<file path="src/rtl/uart_rx.sv">
// UART receiver: 16x-oversampled, mid-bit sampling, false-start rejection,
// optional parity and 1..2 stop bits; one-cycle valid strobe with error flags.
module uart_rx #(
   parameter int    WORD_LENGTH = 8,
   parameter string PARITY      = "none",
   parameter int    STOP_BITS   = 1,
   parameter int    BAUD_RATE   = 9600,
   parameter int    CLK_FREQ    = 50_000_000,
   parameter int    OVERSAMPLE  = 16
) (
   input  logic                   clk,
   input  logic                   reset,
   input  logic                   rx_in,
   output logic [WORD_LENGTH-1:0] rx_data,
   output logic                   rx_valid,
   output logic                   parity_err,
   output logic                   frame_err,
   output logic                   rx_busy,
   output logic [2:0]             o_dbg_state
);

   localparam int TICK_DIV = CLK_FREQ / (BAUD_RATE * OVERSAMPLE);
   localparam int SW       = $clog2(OVERSAMPLE);
   localparam int BW       = $clog2(WORD_LENGTH);

   localparam logic [31:0]   TICK_LAST = 32'(TICK_DIV - 1);
   localparam logic [SW-1:0] HALF_LAST = SW'(OVERSAMPLE / 2 - 1);
   localparam logic [SW-1:0] BIT_LAST  = SW'(OVERSAMPLE - 1);
   localparam logic [BW-1:0] WORD_LAST = BW'(WORD_LENGTH - 1);
   localparam logic          STOP_LAST = 1'(STOP_BITS - 1);
   localparam logic          PAR_EN    = (PARITY != "none");
   localparam logic          PAR_ODD   = (PARITY == "odd");

   typedef enum logic [2:0] {
      IDLE     = 3'd0,
      START    = 3'd1,
      DATA     = 3'd2,
      PARITY_S = 3'd3,
      STOP     = 3'd4,
      BREAK    = 3'd5
   } state_t;

   state_t                 r_state;
   logic [1:0]             r_sync;
   logic [31:0]            r_tick_cnt;
   logic [SW-1:0]          r_sample_cnt;
   logic [BW-1:0]          r_bit_cnt;
   logic                   r_stop_cnt;
   logic [WORD_LENGTH-1:0] r_shift;
   logic                   r_perr_pend;
   logic                   r_ferr_pend;
   logic [WORD_LENGTH-1:0] r_data;
   logic                   r_valid;
   logic                   r_perr;
   logic                   r_ferr;
   logic                   r_busy;

   logic w_rx_s;
   logic w_tick;
   logic w_ferr_next;

   assign w_rx_s      = r_sync[1];
   assign w_tick      = (r_tick_cnt == TICK_LAST);
   assign w_ferr_next = r_ferr_pend | ~w_rx_s;

   always_ff @(posedge clk or posedge reset) begin
      if (reset) begin
         r_sync     <= 2'b11;
         r_tick_cnt <= '0;
      end else begin
         r_sync     <= {r_sync[0], rx_in};
         r_tick_cnt <= w_tick ? '0 : r_tick_cnt + 32'd1;
      end
   end

   // All frame actions happen on ticks; only the valid strobe clears every clk.
   always_ff @(posedge clk or posedge reset) begin
      if (reset) begin
         r_state      <= IDLE;
         r_sample_cnt <= '0;
         r_bit_cnt    <= '0;
         r_stop_cnt   <= 1'b0;
         r_shift      <= '0;
         r_perr_pend  <= 1'b0;
         r_ferr_pend  <= 1'b0;
         r_data       <= '0;
         r_valid      <= 1'b0;
         r_perr       <= 1'b0;
         r_ferr       <= 1'b0;
         r_busy       <= 1'b0;
      end else begin
         r_valid <= 1'b0;
         if (w_tick) begin
            case (r_state)
               IDLE: begin
                  r_busy <= 1'b0;
                  if (!w_rx_s) begin
                     r_state      <= START;
                     r_sample_cnt <= '0;
                  end
               end
               START: begin
                  if (r_sample_cnt == HALF_LAST) begin
                     if (w_rx_s) begin
                        r_state <= IDLE;
                     end else begin
                        r_state      <= DATA;
                        r_sample_cnt <= '0;
                        r_bit_cnt    <= '0;
                        r_perr_pend  <= 1'b0;
                        r_ferr_pend  <= 1'b0;
                        r_busy       <= 1'b1;
                     end
                  end else begin
                     r_sample_cnt <= r_sample_cnt + 1'b1;
                  end
               end
               DATA: begin
                  if (r_sample_cnt == BIT_LAST) begin
                     r_sample_cnt <= '0;
                     r_shift      <= {w_rx_s, r_shift[WORD_LENGTH-1:1]};
                     if (r_bit_cnt == WORD_LAST) begin
                        r_state    <= PAR_EN ? PARITY_S : STOP;
                        r_stop_cnt <= 1'b0;
                     end else begin
                        r_bit_cnt <= r_bit_cnt + 1'b1;
                     end
                  end else begin
                     r_sample_cnt <= r_sample_cnt + 1'b1;
                  end
               end
               PARITY_S: begin
                  if (r_sample_cnt == BIT_LAST) begin
                     r_sample_cnt <= '0;
                     r_perr_pend  <= (^r_shift) ^ w_rx_s ^ PAR_ODD;
                     r_state      <= STOP;
                     r_stop_cnt   <= 1'b0;
                  end else begin
                     r_sample_cnt <= r_sample_cnt + 1'b1;
                  end
               end
               STOP: begin
                  if (r_sample_cnt == BIT_LAST) begin
                     r_sample_cnt <= '0;
                     r_ferr_pend  <= w_ferr_next;
                     if (r_stop_cnt == STOP_LAST) begin
                        // Leave at mid-stop so a back-to-back start edge is not missed.
                        r_data  <= r_shift;
                        r_perr  <= r_perr_pend;
                        r_ferr  <= w_ferr_next;
                        r_valid <= 1'b1;
                        r_busy  <= 1'b0;
                        r_state <= w_ferr_next ? BREAK : IDLE;
                     end else begin
                        r_stop_cnt <= 1'b1;
                     end
                  end else begin
                     r_sample_cnt <= r_sample_cnt + 1'b1;
                  end
               end
               BREAK: begin
                  if (w_rx_s) r_state <= IDLE;
               end
               default: r_state <= IDLE;
            endcase
         end
      end
   end

   assign rx_data     = r_data;
   assign rx_valid    = r_valid;
   assign parity_err  = r_perr;
   assign frame_err   = r_ferr;
   assign rx_busy     = r_busy;
   assign o_dbg_state = r_state;

endmodule

</file>
<file path="config.mk">
export PLATFORM = sky130hd
export DESIGN_NAME = uart_rx
export DESIGN_NICKNAME = d
export VERILOG_FILES = /design/src/rtl/uart_rx.sv
export SDC_FILE = /design/constraint.sdc
export NUM_CORES = 1
export LEC_CHECK = 0
export CAP_MARGIN = 0
export CORE_ASPECT_RATIO = 1.75
export CORE_MARGIN = 4
export CORE_UTILIZATION = 53
export CTS_CLUSTER_SIZE = 16
export DETAILED_ROUTE_END_ITERATION = 12
export GPL_TIMING_DRIVEN = 1
export PLACE_DENSITY = 0.82
export SKIP_LAST_GASP = 1
export SLEW_MARGIN = 25
export SYNTH_ARGS = -nofsm -noshare
export SYNTH_HDL_FRONTEND = slang
export SYNTH_SLANG_ARGS = --single-unit
</file>
<file path="constraint.sdc">
create_clock -name clk -period 2.3 [get_ports clk]
set_input_delay 0.46 -clock clk [delete_from_list [all_inputs] [get_ports clk]]
set_output_delay 0.46 -clock clk [all_outputs]
set_load 0.02 [all_outputs]
</file>
* Word level (Yosys, flattened, before mapping)
Index checks and enable logic that the tools add are counted.
** Storage, ports and cells
- Bits in registers :: 67
- Output and inout port bits :: 15
- Word-level logic and storage cells :: 100
- Input port bits :: 3
** Operators by class
- Bitwise operators :: 4
- Mux-type cells :: 42
- Reductions and logical operators :: 18
- Equality and inequality tests :: 19
- Add/subtract/negate cells :: 3
** Operators with widths (count)
- 3-bit 2-to-1 mux :: 13
- 32-bit by 1-bit adder with 32-bit output, second input constant :: 1
- 32-bit by 9-bit equality test with 1-bit output, second input constant :: 1
- 32-bit 2-to-1 mux :: 1
- 2-bit inequality test, second input constant :: 10
- 3-bit case mux with 6 select lines :: 1
- 6-bit AND reduction :: 3
- 1-bit 2-to-1 mux :: 17
- 4-bit 2-to-1 mux :: 3
- 4-bit case mux with 3 select lines :: 1
- 5-bit AND reduction :: 2
- 3-bit equality test, second input constant :: 3
- 9-bit AND reduction :: 1
- 3-bit nonzero test :: 3
- 8-bit XOR reduction :: 1
- 3-bit by 2-bit equality test with 1-bit output, second input constant :: 2
- 1-bit case mux with 3 select lines :: 2
- 3-bit case mux with 2 select lines :: 1
- 2-bit nonzero test :: 3
- 4-bit by 1-bit adder with 4-bit output, second input constant :: 1
- 4-bit by 3-bit equality test with 1-bit output, second input constant :: 1
- 4-bit equality test, second input constant :: 1
- 1-bit case mux with 2 select lines :: 2
- 4-bit AND reduction :: 1
- other kinds (10) :: 11

* Longest topological paths before layout
Gate-level depths: netlist of run 1.
- Depth in word-level cells :: 6
- Mapped depth :: 9
- Depth with buffers taken out :: 7

* Least setup slack after synthesis of run 1
Ideal clock, no wire load.
- Path type :: flip-flop to flip-flop
- Start :: reg r_tick_cnt[0]
- End :: reg r_state[0] (netlist: o_dbg_state[0])
- Arrival :: 2.034 ns
- Path slack :: 0.141 ns
- Path buffers :: 1
- Required time :: 2.175 ns
- Library setup time :: 0.125 ns
- Cell stages (with the launch flop) :: 9
- Cell sequence :: dfrtp_1 > inv_1 > ha_1 > and3b_1 > nand4_1 > or2_1 > buf_6 > or4b_4 > mux2_4
** On the way
- Word-level cells in the longest chain between the ends :: 2
** RTL lines
- start: declaration :: line 45 : logic [31:0] r_tick_cnt;
- start signal: assignment :: line 72 : r_tick_cnt <= w_tick ? '0 : r_tick_cnt + 32'd1;
- 32-bit by 9-bit equality test with 1-bit output :: line 63 : assign w_tick = (r_tick_cnt == TICK_LAST);
- 9-bit AND reduction (no source line)
- end signal: assignment :: line 123 : r_state <= PAR_EN ? PARITY_S : STOP;
- end signal: assignment :: line 153 : r_state <= w_ferr_next ? BREAK : IDLE;
- end: declaration :: line 43 : state_t r_state;
No other way between the ends.
A chain may end at the register's enable or synchronous reset.

* Worst setup path after layout of run 1
- Start :: reg r_tick_cnt[0]
- End :: reg r_perr (netlist: parity_err)
** On the way
- Word-level cells in the longest chain between the ends :: 2
** RTL lines
- 32-bit by 9-bit equality test with 1-bit output :: line 63
- 4-bit AND reduction (no source line)
- end signal: assignment :: line 149 : r_perr <= r_perr_pend;
- end: declaration :: line 54 : logic r_perr;
No other way between the ends.

==> results.txt, run 1 <==
----------------------------------------------------
[Floorplan]
  Die Ht ... 111 um
  Area of the die ... 7360 um^2
  Ports placed on the boundary ... 18
  Cell row count ... 37
  X dimension of the die ... 66.6 um
  Effective utilization at floorplan ... 54.1%
  Core Footprint ... 5880 um^2

[Global routing]
  GRT Residual Overflow ... 0
  Total routing resource utilization after global routing ... 19.0%
  Antenna violations before repair ... 0
  Global-route wire length before repair ... 10,700 um
  Via count of the first global-routing pass ... 2,422
  Maximum number of pins on one net before global-route repair ... 49

[Job]
  Maxcap violations ... 0

[Timing]
  Final hold viol count ... 0
  Sum of negative setup slack ... 0 ns
  Min cycle time layout ... 2.21 ns
  Transition time at the pin with the least slew margin ... 0.555 ns
  Worst max-slew margin expressed relative to the limit ... 62.9%
  Final Max Tran Viols ... 0
  Final setup violation count ... 0
  Final Hold Slack ... 0.360 ns
  Max Fclk ... 452 MHz
  Fraction of the cycle the final worst path needs ... 96.3%
  Worst setup slack after layout ... 0.0862 ns
  Unrepaired setup endpoints after global routing ... true
  Skew final ... 0.00765 ns

[Routing]
  Remaining design rule violation count ... 0
  Detailed router's first-iteration violation count ... 150
  Final antenna-violating net count ... 0
  Detail-routed net length per standard cell ... 15.3 um
  Overall routed net length ... 6160 um
  Detailed Routing Iterations Pass 1 ... 4
  DR vias/cell ... 5.60
  Via count ... 2,257

[Synth]
  Netlist cell types ... 46
  Fraction of synthesized cell area in xor and xnor cells ... 10.6%
  Area share of and/or/nand/nor cells after synthesis ... 18.2%
  Adder-cell share of the synthesized area ... 1.97%
  Combinational family with the most area after synthesis ... simple AND/OR/NAND/NOR gates
  Cell Area, Synth ... 3180 um^2
  Number of cells produced by synthesis ... 282
  Flops & latches, synth ... 66
  Multiplexer share of the synthesized area ... 7.86%
  Count of yosys warnings during synthesis ... 0
  Syn Area/Cell ... 11.3 um^2
  Share of the yosys chip area belonging to registers ... 52.0%
  Fraction of the mapped netlist area in compound gates ... 6.76%
  Number of nets in the synthesized netlist ... 290

[Critical path]
  Buffer and inverter count on the worst path ... 2
  Crit path arrival time ... 2.45 ns
  Standard cell with the maximum stage delay on the critical path ... sky130_fd_sc_hd__dfrtp_1
  Critical path's top delay family ... simple AND/OR/NAND/NOR gates
  Worst EP required ... 2.53 ns
  Cells traversed along the worst timing path ... inv_1 > ha_1 > and3b_1 > nand4_1 > or2_4 > nor3_1 > buf_4 > mux2_2
  Type of the setup path with the least slack ... reg -> reg
  Delay of the slowest critical-path stage ... 0.41 ns
  Nature of the critical path startpoint ... flop
  Critical path peak fanout ... 11
  Crit. End Element ... flop

[Clock network]
  Maximum level of the CTS H-tree ... 3
  Number of buffers added for setup after CTS ... 0
  Sinks on Clock Net ... 66
  Number of hold buffers added after cts ... 0
  Post-CTS clock slew at the launch and capture registers of the worst setup and hold paths ... 0.07 ns
  Clock buffer count from CTS ... 9
  Worst-Skew Late Latency ... 0.35 ns
  Longest Clk Path Bufs ... 2
  Root Driver ... sky130_fd_sc_hd__clkbuf_8
  TritonCTS clock tree ... built

[Final layout]
  Count of filler cells inserted in the layout ... 461
  Area used by multi-input combinational logic ... 1470 um^2
  Share of cells above drive strength 1 ... 21.8%
  Synth-to-layout area growth ... 19.3%
  # diodes ... 0
  Nets@finish ... 328
  Area occupied by registers ... 1650 um^2
  Post-route insts no fill ... 403

[Place]
  Routability congestion estimate from global placement ... 0.905
  Buffers added on ports ... 17
  Post-DP HPWL ... 4420 um
  Worst slack at placement ... 0.0449 ns
  Placed cell count ... 387

[Status]
  Run status ... finished, final reports clean

[Power]
  Peak supply drop ... 0.000534 V
  Leakage power summed over all cells ... 1.73 nW
  Total power after layout ... 2.26 mW
  Cell area power density ... 596 nW/um^2

[Min path]
  Hold WC Path Type ... reg -> reg

----------------------------------------------------
[Yosys cell counts (all sizes together)]
master	instances	area share [%]
or4b	1	0.43
nor4	9	2.8
or2	1	0.20
ha	5	2.0
nor2b	1	0.20
o21ai	9	1.4
a2111oi	2	0.55
nand4	11	2.2
o31ai	5	1.2
nor4b	3	1.0
xnor3	1	0.71
o21bai	1	0.24
nand3b	1	0.24
mux2	21	7.6
and3b	1	0.28
a22oi	1	0.24
a21oi	5	0.79
a2bb2oi	1	0.28
a21bo	1	0.31
o41ai	2	0.55
nand3	15	2.4
xnor2	23	6.3
a22o	2	0.55
and3	6	1.2
nand2	11	1.3
nor2	20	2.4
a211oi	1	0.24
xor2	13	3.6
and2	2	0.39
buf	2	0.51
dfrtp	64	50
nand2b	2	0.39
mux2i	1	0.31
nor3	13	2.0
dfstp	2	1.7
clkbuf	6	0.71
or4	1	0.24
inv	12	1.4
o21a	1	0.24
and4	2	0.55
o22ai	1	0.20
[layer usage]
metal / part of all wire [%] / global-route usage, %
met1: 41 / 22.1
met2: 52 / 30.2
met3: 3.2 / 4.68
met4: 3.5 / 12.5
met5: 0 / 0
[where the power goes]
group          internal (mW)  leakage, nW  switching, mW
logic                 0.0118        0.720         0.0276
clock network          0.607        0.105          0.449
registers               1.16        0.901        0.00335
[registers in the layout (all words and copies together) (netlist names), 2 cells and up]
register and count:
rx_data 8, r_bit_cnt 3, r_sync 2, r_sample_cnt 4, r_tick_cnt 32, o_dbg_state 3
r_shift 8
[logic make-up after synthesis]
family / after synthesis
muxes: 22
adders and majority gates: 5
xor gates and xnor gates: 37
buffers and inverters: 20
and+or+nand+nor: 100
AOI/OAI and AO/OA: 32
DFF: 66
[cells in the final DEF, fill, tap and decap left out, types with 3 or more instances in the layout]
| cell type | netlist | layout |
|---|---|---|
| sky130_fd_sc_hd__a21oi_1 | 5 | 5 |
| sky130_fd_sc_hd__and3_1 | 6 | 6 |
| sky130_fd_sc_hd__buf_4 | 0 | 17 |
| sky130_fd_sc_hd__clkbuf_8 | 0 | 9 |
| sky130_fd_sc_hd__clkdlybuf4s50_1 | 0 | 17 |
| sky130_fd_sc_hd__dfrtp_1 | 64 | 64 |
| sky130_fd_sc_hd__ha_1 | 5 | 5 |
| sky130_fd_sc_hd__inv_1 | 12 | 11 |
| sky130_fd_sc_hd__mux2_2 | 20 | 20 |
| sky130_fd_sc_hd__nand2_1 | 11 | 11 |
| sky130_fd_sc_hd__nand3_1 | 15 | 15 |
| sky130_fd_sc_hd__nand4_1 | 11 | 11 |
| sky130_fd_sc_hd__nor2_1 | 19 | 19 |
| sky130_fd_sc_hd__nor3_1 | 13 | 12 |
| sky130_fd_sc_hd__nor4_1 | 4 | 3 |
| sky130_fd_sc_hd__nor4_2 | 5 | 6 |
| sky130_fd_sc_hd__o21ai_0 | 9 | 9 |
| sky130_fd_sc_hd__o31ai_1 | 5 | 5 |
| sky130_fd_sc_hd__xnor2_1 | 23 | 23 |
| sky130_fd_sc_hd__xor2_1 | 13 | 13 |
[final cells by class]
class | instances | area share (%)
Sequential cell | 66 | 43.6
Clock inverter | 7 | 2.47
Inverter | 12 | 1.19
Timing Repair Buffer | 35 | 8.37
Multi-Input combinational cell | 196 | 38.6
Clock buffer | 9 | 3.26
Tap cell | 78 | 2.57
[metrics by stage]
stage,area (um^2),util [%]
finish,3800,64.6
CTS,3780,64.2
global placement,3560,60.5
detailed placement,3560,60.5
floorplan,3180,-
global route,3800,64.6
[worst paths after layout]
path | startpoint | to | cells after the start | slack (ns)
hold / removal | r_sync[0] | r_sync[1] | 0 | 0.36
hold reg to reg | r_sync[0] | r_sync[1] | 0 | 0.36
setup reg to reg | r_tick_cnt[0] | parity_err | 8 | 0.09
max in group asynchronous | reset | r_sync[1] | 3 | 1.23
setup / recovery | r_tick_cnt[0] | parity_err | 8 | 0.09
min in group asynchronous | reset | rx_data[7] | 2 | 0.42
[what timing repair did]
item | CTS | global route
setup endpoints to repair | 0 | 19
endpoints found under the hold margin | 0 | 0
gates resized for setup | 0 | 5
[worst reg2reg max path: cells and delay by family (launching register included)]
family        cells  cell delay (ns)
fa+ha+maj         1             0.14
buf+inv           2             0.32
flops             1             0.41
mux               1             0.36
simple gates      4             0.86
Note: power is estimated with default switching activity, not from simulation.
==> run 2, diff against run 1 <==
- SLEW_MARGIN: 25 -> 10
==> results of run 2 <==
Same layout as run 1: the final DEF is identical, and so are final timing and power.
==> run 3, diff against run 2 <==
--- a/config.mk
+++ b/config.mk
@@ -11,3 +11,2 @@
 export CORE_UTILIZATION = 53
-export CTS_CLUSTER_SIZE = 16
 export DETAILED_ROUTE_END_ITERATION = 12
--- a/constraint.sdc
+++ b/constraint.sdc
@@ -3,2 +3,2 @@
 set_output_delay 0.46 -clock clk [all_outputs]
-set_load 0.02 [all_outputs]
+set_load 0.05 [all_outputs]
==> run 3 against run 2 <==
  * Worst hold slack barely moved
  * Setup slack about the same
  * Maximum frequency about the same
  * Count of clock-buffer cells in the layout did not move
  * Sequential power about the same
  * Critical path depth is the same
  * Non-clock buffer count unchanged
  * Critical path type unchanged
  * Critical endpoint unchanged
  * Largest power group unchanged
==> results.txt, run 3 (synthesis gave the netlist of run 1 again) <==
----------------------------------------------------
[Status]
  Run status ... finished, final reports clean (unchanged)

[Global routing]
  Via count of the first global-routing pass ... 2,422 (unchanged)
  Total routing resource utilization after global routing ... 19.0% (unchanged)
  GRT Residual Overflow ... 0 (unchanged)
  Antenna violations before repair ... 0 (unchanged)
  Maximum number of pins on one net before global-route repair ... 49 (unchanged)
  Global-route wire length before repair ... 10,700 um (unchanged)

[Power]
  Cell area power density ... 596 nW/um^2 (about the same)
  Clock share of power ... 46.7% (about the same)
  Total power after layout ... 2.26 mW (about the same)
  Peak supply drop ... 0.000534 V (about the same)
  Leakage power summed over all cells ... 1.76 nW (was 1.73 nW)
  Part of the power in registers ... 51.6% (about the same)
  Net switching power of the design ... 0.480 mW (about the same)
  Internal power ... 1.78 mW (about the same)
  Part of the total power dissipated in combinational logic ... 1.7% (about the same)
  Switching power share of the total ... 21.2% (about the same)

[Clock network]
  Sinks on Clock Net ... 66 (unchanged)
  Worst-Skew Late Latency ... 0.35 ns (about the same)
  Number of buffers added for setup after CTS ... 0 (unchanged)
  Clock buffer count from CTS ... 9 (unchanged)
  Root Driver ... sky130_fd_sc_hd__clkbuf_8 (unchanged)
  Post-CTS clock slew at the launch and capture registers of the worst setup and hold paths ... 0.07 ns (about the same)
  Longest Clk Path Bufs ... 2 (unchanged)
  Maximum level of the CTS H-tree ... 3 (unchanged)
  Number of hold buffers added after cts ... 0 (unchanged)
  TritonCTS clock tree ... built (unchanged)

[Place]
  Placed cell count ... 387 (unchanged)
  Routability congestion estimate from global placement ... 0.905 (unchanged)
  Placed instance area ... 3560 um^2 (unchanged)
  Post-DP HPWL ... 4420 um (unchanged)
  Worst slack at placement ... 0.0449 ns (unchanged)
  Buffers added on ports ... 17 (unchanged)

[Min path]
  Hold WC Path Type ... reg -> reg (unchanged)

[Final layout]
  Share of cells above drive strength 1 ... 21.8% (unchanged)
  Final instance area ... 3800 um^2 (unchanged)
  Post-layout util ... 64.6% (unchanged)
  Most common library cell in the layout ignoring fill and taps ... sky130_fd_sc_hd__dfrtp_1 (unchanged)
  Top library cells by usage in the layout, fill and taps aside ... 64 x sky130_fd_sc_hd__dfrtp_1, 23 x sky130_fd_sc_hd__xnor2_1, 20 x sky130_fd_sc_hd__mux2_2 (unchanged)
  Flip-flop count of the largest register, all copies and words added ... 32 (unchanged)
  # diodes ... 0 (unchanged)
  Nets@finish ... 328 (unchanged)
  Post-route insts no fill ... 403 (unchanged)
  Synth-to-layout area growth ... 19.3% (unchanged)
  Register bank with the most flops ... r_tick_cnt (unchanged)

[Critical path]
  Delay of the slowest critical-path stage ... 0.41 ns (about the same)
  Nature of the critical path startpoint ... flop (unchanged)
  Critical path peak fanout ... 11 (unchanged)
  Cells traversed along the worst timing path ... inv_1 > ha_1 > and3b_1 > nand4_1 > or2_4 > nor3_1 > buf_4 > mux2_2 (unchanged)
  Buffer and inverter count on the worst path ... 2 (unchanged)
  Type of the setup path with the least slack ... reg -> reg (unchanged)
  Critical path's top delay family ... simple AND/OR/NAND/NOR gates (unchanged)
  Crit path arrival time ... 2.45 ns (about the same)
  Worst EP required ... 2.53 ns (about the same)
  Standard cell with the maximum stage delay on the critical path ... sky130_fd_sc_hd__dfrtp_1 (unchanged)
  Crit. End Element ... flop (unchanged)

[Routing]
  Detailed Routing Iterations Pass 1 ... 4 (unchanged)
  Overall routed net length ... 6130 um (was 6160 um)
  DR vias/cell ... 5.58 (was 5.60)
  Detailed router's first-iteration violation count ... 196 (was 150)
  Final antenna-violating net count ... 0 (unchanged)
  Detail-routed net length per standard cell ... 15.2 um (was 15.3 um)
  Via count ... 2,249 (was 2,257)
  Remaining design rule violation count ... 0 (unchanged)

[Timing]
  Worst setup slack after layout ... 0.0861 ns (was 0.0862 ns)
  Skew final ... 0.00702 ns (was 0.00765 ns)
  Final hold viol count ... 0 (unchanged)
  Worst max-slew margin expressed relative to the limit ... 62.9% (about the same)
  Min cycle time layout ... 2.21 ns (about the same)
  Transition time at the pin with the least slew margin ... 0.555 ns (about the same)
  Unrepaired setup endpoints after global routing ... true (unchanged)
  Final setup violation count ... 0 (unchanged)
  Fraction of the cycle the final worst path needs ... 96.3% (about the same)
  Max Fclk ... 452 MHz (about the same)
  Final Max Tran Viols ... 0 (unchanged)

[Floorplan]
  Core Footprint ... 5880 um^2 (unchanged)
  Effective utilization at floorplan ... 54.1% (unchanged)
  Area of the die ... 7360 um^2 (unchanged)
  Cell row count ... 37 (unchanged)
  X dimension of the die ... 66.6 um (unchanged)
  Ports placed on the boundary ... 18 (unchanged)
  Die Ht ... 111 um (unchanged)

[Job]
  Maxcap violations ... 0 (unchanged)

----------------------------------------------------
[run 3: cell types whose count changed in the layout (fill, tap and decap cells not counted)]
cell and delta:
sky130_fd_sc_hd__clkdlybuf4s50_1 -3, sky130_fd_sc_hd__dlymetal6s2s_1 +1, sky130_fd_sc_hd__dlygate4sd2_1 +2
[run 3: power by group through the flow]
stage	clock, mW	sequential, mW	combinational (mW)
5_1_grt	1.14	1.17	0.0453
2_1_floorplan	0	1.19	0.0272
6_report	1.06	1.17	0.0391
4_1_cts	1.09	1.17	0.0412
3_5_place_dp	0	1.19	0.0410
3_3_place_gp	0	1.19	0.0399
[run 3: cell type report]
type	instances	area, um^2
Clock inverter	7	93.8
Timing Repair Buffer	35	318
Multi-Input combinational cell	196	1470
Tap cell	78	97.6
Fill cell	462	2080
Sequential cell	66	1650
Clock buffer	9	124
Inverter	12	45.0
[run 3: layer usage]
| layer | vias to the layer above | GRT usage, % | share of wire [%] |
|---|---|---|---|
| li1 | 1093 | - | - |
| met2 | 38 | 30.2 | 53 |
| met4 | 0 | 12.5 | 3.5 |
| met1 | 1096 | 22.1 | 41 |
| met5 | - | 0 | 0 |
| met3 | 22 | 4.68 | 3.1 |
[run 3: what timing repair did]
item,CTS,global route
setup endpoints to repair,2,20
resized for setup,2,6
pin swaps,0,4
[run 3: path summary, 6_finish.rpt]
kind / cells after the start / slack [ns] / from / to
min in group asynchronous: 2 / 0.42 / reset / rx_data[7]
hold / removal: 0 / 0.36 / r_sync[0] / r_sync[1]
max in group asynchronous: 3 / 1.24 / reset / r_sync[1]
setup / recovery: 8 / 0.09 / r_tick_cnt[0] / parity_err
setup reg to reg: 8 / 0.09 / r_tick_cnt[0] / parity_err
hold reg to reg: 0 / 0.36 / r_sync[0] / r_sync[1]
[run 3: metrics by stage]
stage,setup TNS [ns],hold WS (ns)
finish,0,0.360
global placement,0,0.347
floorplan,0,0.345
global route,-0.130,0.370
CTS,0,0.360
detailed placement,0,0.349
